--- config.mk ---
export PLATFORM = sky130hd
export DESIGN_NAME = tx_uart
export DESIGN_NICKNAME = d
export VERILOG_FILES = /design/src/rtl/tx_uart.sv
export SDC_FILE = /design/constraint.sdc
export NUM_CORES = 1
export LEC_CHECK = 0
export ABC_CLOCK_PERIOD_IN_PS = 1900
export CORE_MARGIN = 2
export CORE_UTILIZATION = 50
export DETAILED_ROUTE_END_ITERATION = 12
export DONT_BUFFER_PORTS = 1
export PLACE_DENSITY = 0.77
export REMOVE_ABC_BUFFERS = 1
export SYNTH_ARGS = -nofsm -noshare
export SYNTH_HDL_FRONTEND = slang
export SYNTH_SLANG_ARGS = --single-unit
--- constraint.sdc ---
create_clock -name clk -period 1.9 [get_ports clk]
set_clock_uncertainty 0.2 [all_clocks]
set_input_delay 0.19 -clock clk [delete_from_list [all_inputs] [get_ports clk]]
set_output_delay 0.19 -clock clk [all_outputs]
set_load 0.02 [all_outputs]
--- src/rtl/tx_uart.sv ---
// 8N1 UART transmitter: a one-byte holding register feeds a shift register,
// so the next byte can be queued while the current frame is on the line.
//
// state | meaning
// IDLE  | line high, waiting for a held byte and tx_enable_signal
// START | start bit (0) on the line
// DATA  | eight data bits, LSB first
// STOP  | stop bit (1); may hand straight over to START for back-to-back frames
module tx_uart #(
  parameter int unsigned CLKS_PER_BIT = 434
) (
  input  logic       clk,
  input  logic       rst,
  input  logic       tx_enable_signal,
  input  logic       tx_start,
  input  logic [7:0] tx_data,
  output logic       tx_ready,
  output logic       tx_busy,
  output logic       tx_done_signal,
  output logic       tx_out
);

  typedef enum logic [1:0] {IDLE, START, DATA, STOP} state_t;

  localparam logic [15:0] BAUD_LAST = 16'(CLKS_PER_BIT - 1);
  localparam logic [15:0] BAUD_PRE  = 16'(CLKS_PER_BIT - 2);

  state_t      state_q, state_d;
  logic [15:0] baud_q, baud_d;
  logic [2:0]  bit_q, bit_d;
  logic [7:0]  shift_q, shift_d;
  logic [7:0]  hold_data_q, hold_data_d;
  logic        hold_valid_q, hold_valid_d;
  logic        tx_out_q, tx_out_d;
  logic        busy_q, busy_d;
  logic        done_q, done_d;
  logic        bit_end;
  logic        launch;

  always_comb begin
    state_d      = state_q;
    baud_d       = baud_q;
    bit_d        = bit_q;
    shift_d      = shift_q;
    hold_data_d  = hold_data_q;
    hold_valid_d = hold_valid_q;
    tx_out_d     = tx_out_q;
    bit_end      = (baud_q == BAUD_LAST);
    launch       = 1'b0;

    if (tx_start && !hold_valid_q) begin
      hold_valid_d = 1'b1;
      hold_data_d  = tx_data;
    end

    if (state_q != IDLE) begin
      baud_d = bit_end ? 16'd0 : baud_q + 16'd1;
    end

    case (state_q)
      IDLE: launch = hold_valid_q && tx_enable_signal;
      START: begin
        if (bit_end) begin
          state_d  = DATA;
          tx_out_d = shift_q[0];
        end
      end
      DATA: begin
        if (bit_end) begin
          if (bit_q == 3'd7) begin
            state_d  = STOP;
            tx_out_d = 1'b1;
          end else begin
            bit_d    = bit_q + 3'd1;
            shift_d  = {1'b0, shift_q[7:1]};
            tx_out_d = shift_q[1];
          end
        end
      end
      STOP: begin
        if (bit_end) begin
          state_d = IDLE;
          launch  = hold_valid_q && tx_enable_signal;
        end
      end
      default: state_d = IDLE;
    endcase

    // Transfer empties the holding register; a strobe this cycle sees tx_ready low.
    if (launch) begin
      state_d      = START;
      shift_d      = hold_data_q;
      hold_valid_d = 1'b0;
      baud_d       = 16'd0;
      bit_d        = 3'd0;
      tx_out_d     = 1'b0;
    end

    busy_d = (state_d != IDLE);
    done_d = (state_q == STOP) && (baud_q == BAUD_PRE);
  end

  always_ff @(posedge clk or posedge rst) begin
    if (rst) begin
      state_q      <= IDLE;
      baud_q       <= 16'd0;
      bit_q        <= 3'd0;
      shift_q      <= 8'd0;
      hold_data_q  <= 8'd0;
      hold_valid_q <= 1'b0;
      tx_out_q     <= 1'b1;
      busy_q       <= 1'b0;
      done_q       <= 1'b0;
    end else begin
      state_q      <= state_d;
      baud_q       <= baud_d;
      bit_q        <= bit_d;
      shift_q      <= shift_d;
      hold_data_q  <= hold_data_d;
      hold_valid_q <= hold_valid_d;
      tx_out_q     <= tx_out_d;
      busy_q       <= busy_d;
      done_q       <= done_d;
    end
  end

  assign tx_ready       = ~hold_valid_q;
  assign tx_busy        = busy_q;
  assign tx_done_signal = done_q;
  assign tx_out         = tx_out_q;

endmodule
[Word-level counts from Yosys, hierarchy flattened]
Cells that the tools add are included.
Storage, ports and cells
  bits in registers: 41
  input bits: 12
  word-level logic and storage cells: 61
Cells by class
  add/sub/neg operators: 2
  equal/unequal tests: 9
  muxes and demuxes: 26
  bitwise operators: 1
  reduce and logical (&&, ||, !) cells: 14
Operators by type and width (count)
  $mux W16: 3
  $eq A16 B9 Y1 const B: 2
  $mux W8: 4
  $add A16 B1 Y16 const B: 1
  $mux W3: 4
  $reduce_bool A2 Y1: 6
  $mux W2: 5
  $mux W1: 7
  $ne A3 B3 Y1 const B: 2
  $pmux W2 S3: 1
  $reduce_and A3 Y1: 2
  $eq A2 B2 Y1 const B: 2
  $pmux W1 S2: 2
  $add A3 B1 Y3 const B: 1
  $eq A3 B3 Y1 const B: 1
  $logic_and A1 B1 Y1: 3
  $reduce_bool A3 Y1: 1
  $eq A2 B1 Y1 const B: 1
  $logic_not A2 Y1: 1
  $ne A2 B2 Y1 const B: 1
  $logic_not A1 Y1: 1
  $not A1 Y1: 1

[Logic depth before layout (Yosys ltp)]
Gate-level depths: netlist of the first run.
  depth in word-level cells: 6
  mapped depth: 9

[Worst setup path before layout of the first run]
No wires, ideal clock.
  path kind: register to register
  start: register baud_q[1]
  end: register shift_q[0]
  library setup time: 0.127 ns
  data arrival time: 1.814 ns
  path slack: -0.241 ns
  cell stages (with the launch flop): 9
  path buffers: 1
  period minus slack after synthesis: 2.141 ns
  cell sequence: dfrtp_1 inv_1 ha_1 and3_1 nand4_1 buf_6 nor2_8 mux2_2 mux2_1
Between the ends
  cells in the longest elaborated chain, start to end: 5
RTL lines
  from (decl): RTL line 29  | logic [15:0] baud_q, baud_d;
  from (signal assigned): RTL line 116  | baud_q <= baud_d;
  $eq A16 B9 Y1 *: RTL line 48  | bit_end = (baud_q == BAUD_LAST);
  $mux W1: RTL line 81  | if (bit_end) begin
  $pmux W1 S2: RTL line 60  | case (state_q)
  $ne A2 B2 Y1 (no source line) / $reduce_bool A2 Y1 (equally long branches)
  $reduce_and A3 Y1 (no source line)
  to (signal assigned): RTL line 118  | shift_q <= shift_d;
  to (decl): RTL line 31  | logic [7:0] shift_q, shift_d;
Mark *: on every way between the ends. The rest lies on a longest branch, timed or not.
A chain may end at the register's enable or synchronous reset.

[Worst setup path in the final report of the first run]
  start: register baud_q[3]
  end: register bit_q[1]
Between the ends
  cells in the longest elaborated chain, start to end: 5
RTL lines
  $eq A16 B9 Y1 *: RTL line 48
  $mux W1: RTL line 81
  $pmux W1 S2: RTL line 60
  $ne A2 B2 Y1 (no source line) / $reduce_bool A2 Y1 (equally long branches)
  $reduce_and A3 Y1 (no source line)
  to (signal assigned): RTL line 117  | bit_q <= bit_d;
  to (decl): RTL line 30  | logic [2:0] bit_q, bit_d;
Marks and branches as above.

==> out/metrics.yaml, run 1 <==
fin_setup_tns_ps: -7021
violations: "setup timing"
n_fill_cell: 232
syn_inst: 191
cp_data_arrival_time_ps: 2320
async_flop_share_pct: 100.0
power_leakage_nw: 1.403
antenna_found_initial: 0
synth_seq_area_share_pct: 47.96
grt_overflow: 0
globalplace.congestion: 0.8705
r2r_start: "baud_q[3]"
clockBufferDepth: 2
die-area_mm2: 0.004824
clock_latency_ps: 310
antenna_cells: 0
wirelength_um: 6050
yosysUniqueCellTypes: 38
remaining_drc_errors: 0
dr.pass1.iters: 6
syn_area_mm2: 0.002142
drv_cap: 0
clock.fmax_ghz: 0.4323
worst_pin_slew_ps: 529.2
rows: 23
track_usage_pct: 21.26
grt_pass1_vias: 1704
critPathMaxFanout: 8
cp-end-kind: "register"
design.core.area_mm2: 0.004058
grt_first_pass_wirelength_um: 8066
critPathKind: "register to register"
ys_seq_elements: 41
portBuffers: 0
die_x_um: 69.46
power_w: 0.001566
cts.clk_slew.worst_paths_ps: 80
finalMaxSlewViolations: 0
holdCritStartpoint: "tx_start"
pin_count: 16
min-delay-path-class: "input port to register"
final.period_utilization_pct: 121.7
cellPowerDensity_mw_per_mm2: 513.8
syn_to_final_growth_pct: 42.23
wire_per_inst_um: 19.90
die_h_um: 69.46
synth_edf_count: 0
vias: 1733
yosysWarningCount: 0
hold_viol: 0
cp.required_ps: 1910
clockRootBuffer: "clkbuf_8"
cts_tree: "built"
vias_per_cell: 5.701
relSlewSlack_pct: 64.72
period_needed_ps: 2313
finalNetCount: 275
cts_buffers: 5
drt-initial-drc-count: 117
crit_start: "baud_q[3]"
drive_gt1_share_pct: 45.67
grt_max_degree: 42
ir_worst_vdd_mv: 0.6678
place_hpwl_um: 2983
rsz0062_at_grt: "yes"
ant_nets: 0
start_kind: "register"
start_util_pct: 52.79
postSynthAreaPerCell_um2: 11.21
setup_slack_ps: -413.2
htreeDepth: 2
clock_sinks: 41
status: "finished, violations left"
setup_viol: 31
synth_ff_type: "dfrtp_1"
-- per-layer routing --
layer / track usage, % / vias to the layer above / part of all wire, %
met5: 0 / - / 0
met4: 9.368 / 0 / 3.1
met3: 4.651 / 19 / 4.6
met2: 34.62 / 45 / 51
met1: 27.20 / 885 / 41
li1: - / 784 / -
-- synthesized netlist by cell type (all sizes together), types with 5 or more instances --
cell	number	area [um2]
nand4	6	37.54
dfrtp	40	1001
xnor2	6	52.55
inv	11	41.29
and3	5	31.28
mux2	21	236.5
o21ai	7	38.79
nor2	25	110.1
nand2	13	48.80
ha	10	125.1
xor2	8	70.07
-- metrics by stage --
| step | instances | utilization (%) | cell area, um2 | hold slack, ps | worst slack (ps) |
|---|---|---|---|---|---|
| 6_report | 304 | 75.08 | 3047 | 128.8 | -413.2 |
| 3_5_place_dp | 274 | 60.65 | 2461 | 43.94 | -340.5 |
| 5_1_grt | 304 | 75.08 | 3047 | 157.8 | -472.1 |
| 2_1_floorplan | 186 | - | 2101 | 106.8 | -601.2 |
| 3_3_place_gp | 274 | 60.65 | 2461 | 43.39 | -304.5 |
| 4_1_cts | 299 | 69.16 | 2806 | 94.73 | -266.2 |
-- repair_timing --
item / CTS / global route
hold buffers: 10 / 0
pin swaps: 16 / 23
gates cloned: 2 / 0
resized for setup: 32 / 42
endpoints found under the hold margin: 49 / 0
endpoints found under the setup margin: 28 / 32
setup buffers: 7 / 8
-- path summary, 6_finish.rpt --
kind | slack (ps) | depth (start not counted) | endpoint
min reg2reg | 320 | 1 | hold_data_q[3]
max reg2reg | -410 | 9 | bit_q[1]
max | -410 | 9 | bit_q[1]
min | 130 | 3 | hold_data_q[7]
max in group asynchronous | 850 | 3 | tx_out
min in group asynchronous | 270 | 3 | shift_q[2]
-- sequential cells by signal, indices dropped and copies added, names as in the netlist --
register / cells
baud_q: 16
bit_q: 3
hold_data_q: 8
hold_valid_q: 1
shift_q: 8
state_q: 2
tx_busy: 1
tx_done_signal: 1
tx_out: 1
-- layout make-up --
class                      count  area, um2  area share [%]
timing repair buffer          59      518.0           17.00
sequential                    41       1027           33.72
tap                           50      62.56           2.053
clock buffer                   6      72.57           2.382
multi-input combinational    135       1315           43.16
clock inverter                 2      10.01          0.3285
inverter                      11      41.29           1.355
-- placed cells by master (no fill, tap or decap), drive strengths merged, types with 2 or more instances in the layout --
master,netlist,final
o21ai,7,7
nand3b,2,2
clkbuf,1,6
nand4,6,6
xnor2,6,6
a21oi,4,4
and3,5,5
ha,10,10
mux2i,4,4
dlygate4sd3,0,10
and2,4,5
nor2,25,25
nor4b,2,2
inv,11,11
nor3,3,3
xor2,8,8
mux2,21,21
dfrtp,40,40
clkinv,0,2
nand2,13,13
buf,4,49
-- critical path, cell delays in order (launching register included) --
cell and delay [ps]:
dfrtp_1 410, nor4b_4 350, nand4_1 220, buf_6 190
nor2_8 210, buf_4 140, buf_4 100, buf_4 120
mux2i_1 200, nor2_1 60
-- report_power, final --
part	leakage (nW)	switching (W)	internal [W]
combinational	0.858	0.0000359	0.0000363
clock	0.0450	0.000334	0.000255
sequential	0.500	0.0000127	0.000892
total	1.40	0.000382	0.00118
-- logic make-up (layout without fill, tap and decap cells) --
kind of cell    Yosys count  in the layout  synth area share, %
compound gates           19             19                6.426
xor+xnor                 14             14                5.724
fa+ha+maj                10             10                5.841
buf+inv                  16             78                3.855
flops                    41             41                47.96
mux                      25             25                12.91
simple gates             66             67                17.29
(Power assumes the default switching activity.)
==> run 2: changes to the inputs <==
--- a/config.mk
+++ b/config.mk
@@ -7,10 +7,10 @@
 export LEC_CHECK = 0
 export ABC_CLOCK_PERIOD_IN_PS = 1900
 export CORE_MARGIN = 2
-export CORE_UTILIZATION = 50
+export CORE_UTILIZATION = 45
 export DETAILED_ROUTE_END_ITERATION = 12
 export DONT_BUFFER_PORTS = 1
-export PLACE_DENSITY = 0.77
+export PLACE_DENSITY = 0.71
 export REMOVE_ABC_BUFFERS = 1
 export SYNTH_ARGS = -nofsm -noshare
 export SYNTH_HDL_FRONTEND = slang
==> out/metrics.yaml, run 2 (synthesis results as in run 1) <==
grt_pass1_vias: 1671
cts_buffers: 5
min-delay-path-class: "input port to register"
largest_reg_flops: 16
clock.fmax_ghz: 0.4277
max_stage_delay_ps: 410
critPathKind: "register to register"
swShare_pct: 21.85
vias: 1642
fin_setup_tns_ps: -7140
globalplace.congestion: 0.7990
die_x_um: 73.00
ir_worst_vdd_mv: 0.3499
finalNetCount: 273
clockBufferDepth: 2
portBuffers: 0
cts_tree: "built"
n_fill_cell: 345
drt-initial-drc-count: 63
hold_viol: 0
htreeDepth: 2
cellPowerDensity_mw_per_mm2: 567.0
rows: 25
drive_gt1_share_pct: 44.05
clockRootBuffer: "clkbuf_8"
track_usage_pct: 18.82
place_hpwl_um: 3025
p_int_w: 0.001318
period_needed_ps: 2338
relSlewSlack_pct: 65.42
fin_util_pct: 63.81
rsz0062_at_grt: "yes"
violations: "setup timing"
pwr-share-seq_pct: 53.5
antenna_found_initial: 0
drv_cap: 0
final_common_cell: "dfrtp_1"
grt_first_pass_wirelength_um: 7562
switchingPower_w: 0.0003685
grt_max_degree: 42
layout_common_cells: "dfrtp_1, buf_4, mux2_2"
combPwrFrac_pct: 3.9
cp_data_arrival_time_ps: 2330
cpLargestDelayFamily: "simple AND/OR/NAND/NOR gates"
setup_slack_ps: -438.1
start_util_pct: 45.96
dr.pass1.iters: 4
finalMaxSlewViolations: 0
die-area_mm2: 0.005328
rrSetupSlack_ps: -440
cp_common_cell: "mux2_2"
clkPwrFrac_pct: 42.7
setup_viol: 30
wire_per_inst_um: 16.04
clock_latency_ps: 300
hold_depth: 3
die_h_um: 73.00
grt_overflow: 0
start_kind: "register"
cp.depth: 6
cp-end-kind: "register"
status: "finished, violations left"
power_leakage_nw: 1.340
top_regs: "baud_q (16), hold_data_q (8), shift_q (8)"
critPathMaxFanout: 8
ant_nets: 0
final.period_utilization_pct: 123.1
cts.clk_slew.worst_paths_ps: 90
crit_chain: "nor4b_4 -> nand4_1 -> buf_6 -> nor2_8 -> mux2_2 -> mux2_2"
vias_per_cell: 5.366
clock_sinks: 41
remaining_drc_errors: 0
wirelength_um: 4908
regMostFlops: "baud_q"
cp.required_ps: 1890
design.core.area_mm2: 0.004661
pin_count: 16
syn_to_final_growth_pct: 38.84
worst_pin_slew_ps: 518.7
cp.buffers_inverters: 1
cp_slowest_cell: "dfrtp_1"
antenna_cells: 0
ff2ff_path_depth: 6
-- run 2: final cells by class --
| class | instances | area, um2 | area share, % |
|---|---|---|---|
| multi-input cells | 134 | 1209 | 40.64 |
| flip-flops and latches | 41 | 1027 | 34.54 |
| repair buffers | 58 | 514.2 | 17.29 |
| clock buffers | 5 | 68.82 | 2.314 |
| well taps | 54 | 67.56 | 2.272 |
| clock inverters | 3 | 46.29 | 1.557 |
| inverters | 11 | 41.29 | 1.388 |
-- run 2: worst paths after layout --
| path | start | end |
|---|---|---|
| hold / removal | tx_start | hold_data_q[7] |
| setup / recovery | baud_q[9] | shift_q[1] |
| hold reg to reg | hold_data_q[4] | hold_data_q[4] |
| setup reg to reg | baud_q[9] | shift_q[1] |
| max in group asynchronous | rst | tx_out |
| min in group asynchronous | rst | hold_data_q[5] |
-- run 2: what timing repair did --
action | in CTS | in global routing
endpoints found under the setup margin | 28 | 31
hold endpoints to repair | 49 | 0
setup buffers | 4 | 3
gates cloned | 0 | 1
pin swaps | 13 | 16
gates resized for setup | 21 | 37
hold buffers | 10 | 0
-- run 2: per-layer routing --
metal  track usage [%]  up-vias  share of wire (%)
met1             23.29      832                 42
met2             32.13       25                 54
met5                 0        -                  0
met4             7.407        0                1.8
met3             3.729        7                2.2
li1                  -      778                  -
-- run 2: power by group through the flow --
stage,logic [W],clock network [W],registers [W]
after floorplan,0.0000333,0,0.000915
after CTS,0.0000649,0.000732,0.000902
after global routing,0.0000723,0.000767,0.000904
final,0.0000654,0.000720,0.000901
after global placement,0.0000430,0,0.000918
after detailed placement,0.0000455,0,0.000919
-- run 2: worst min-delay path, delay by kind of cell --
family | cells | cell delay (ps)
AOI/OAI and AO/OA | 1 | 100
and+or+nand+nor | 1 | 120
buffers and inverters | 1 | 190
-- run 2: stage by stage --
stage / instance area, um2 / std cells / hold WS (ps) / power [W] / worst slack [ps]
after floorplan: 2101 / 186 / 106.8 / 0.0009482 / -601.2
after global placement: 2489 / 281 / 43.95 / 0.0009615 / -348.0
after detailed placement: 2489 / 281 / 43.92 / 0.0009648 / -371.4
after CTS: 2825 / 302 / 132.7 / 0.001699 / -349.5
after global routing: 2974 / 306 / 163.8 / 0.001744 / -528.9
final: 2974 / 306 / 146.3 / 0.001686 / -438.1
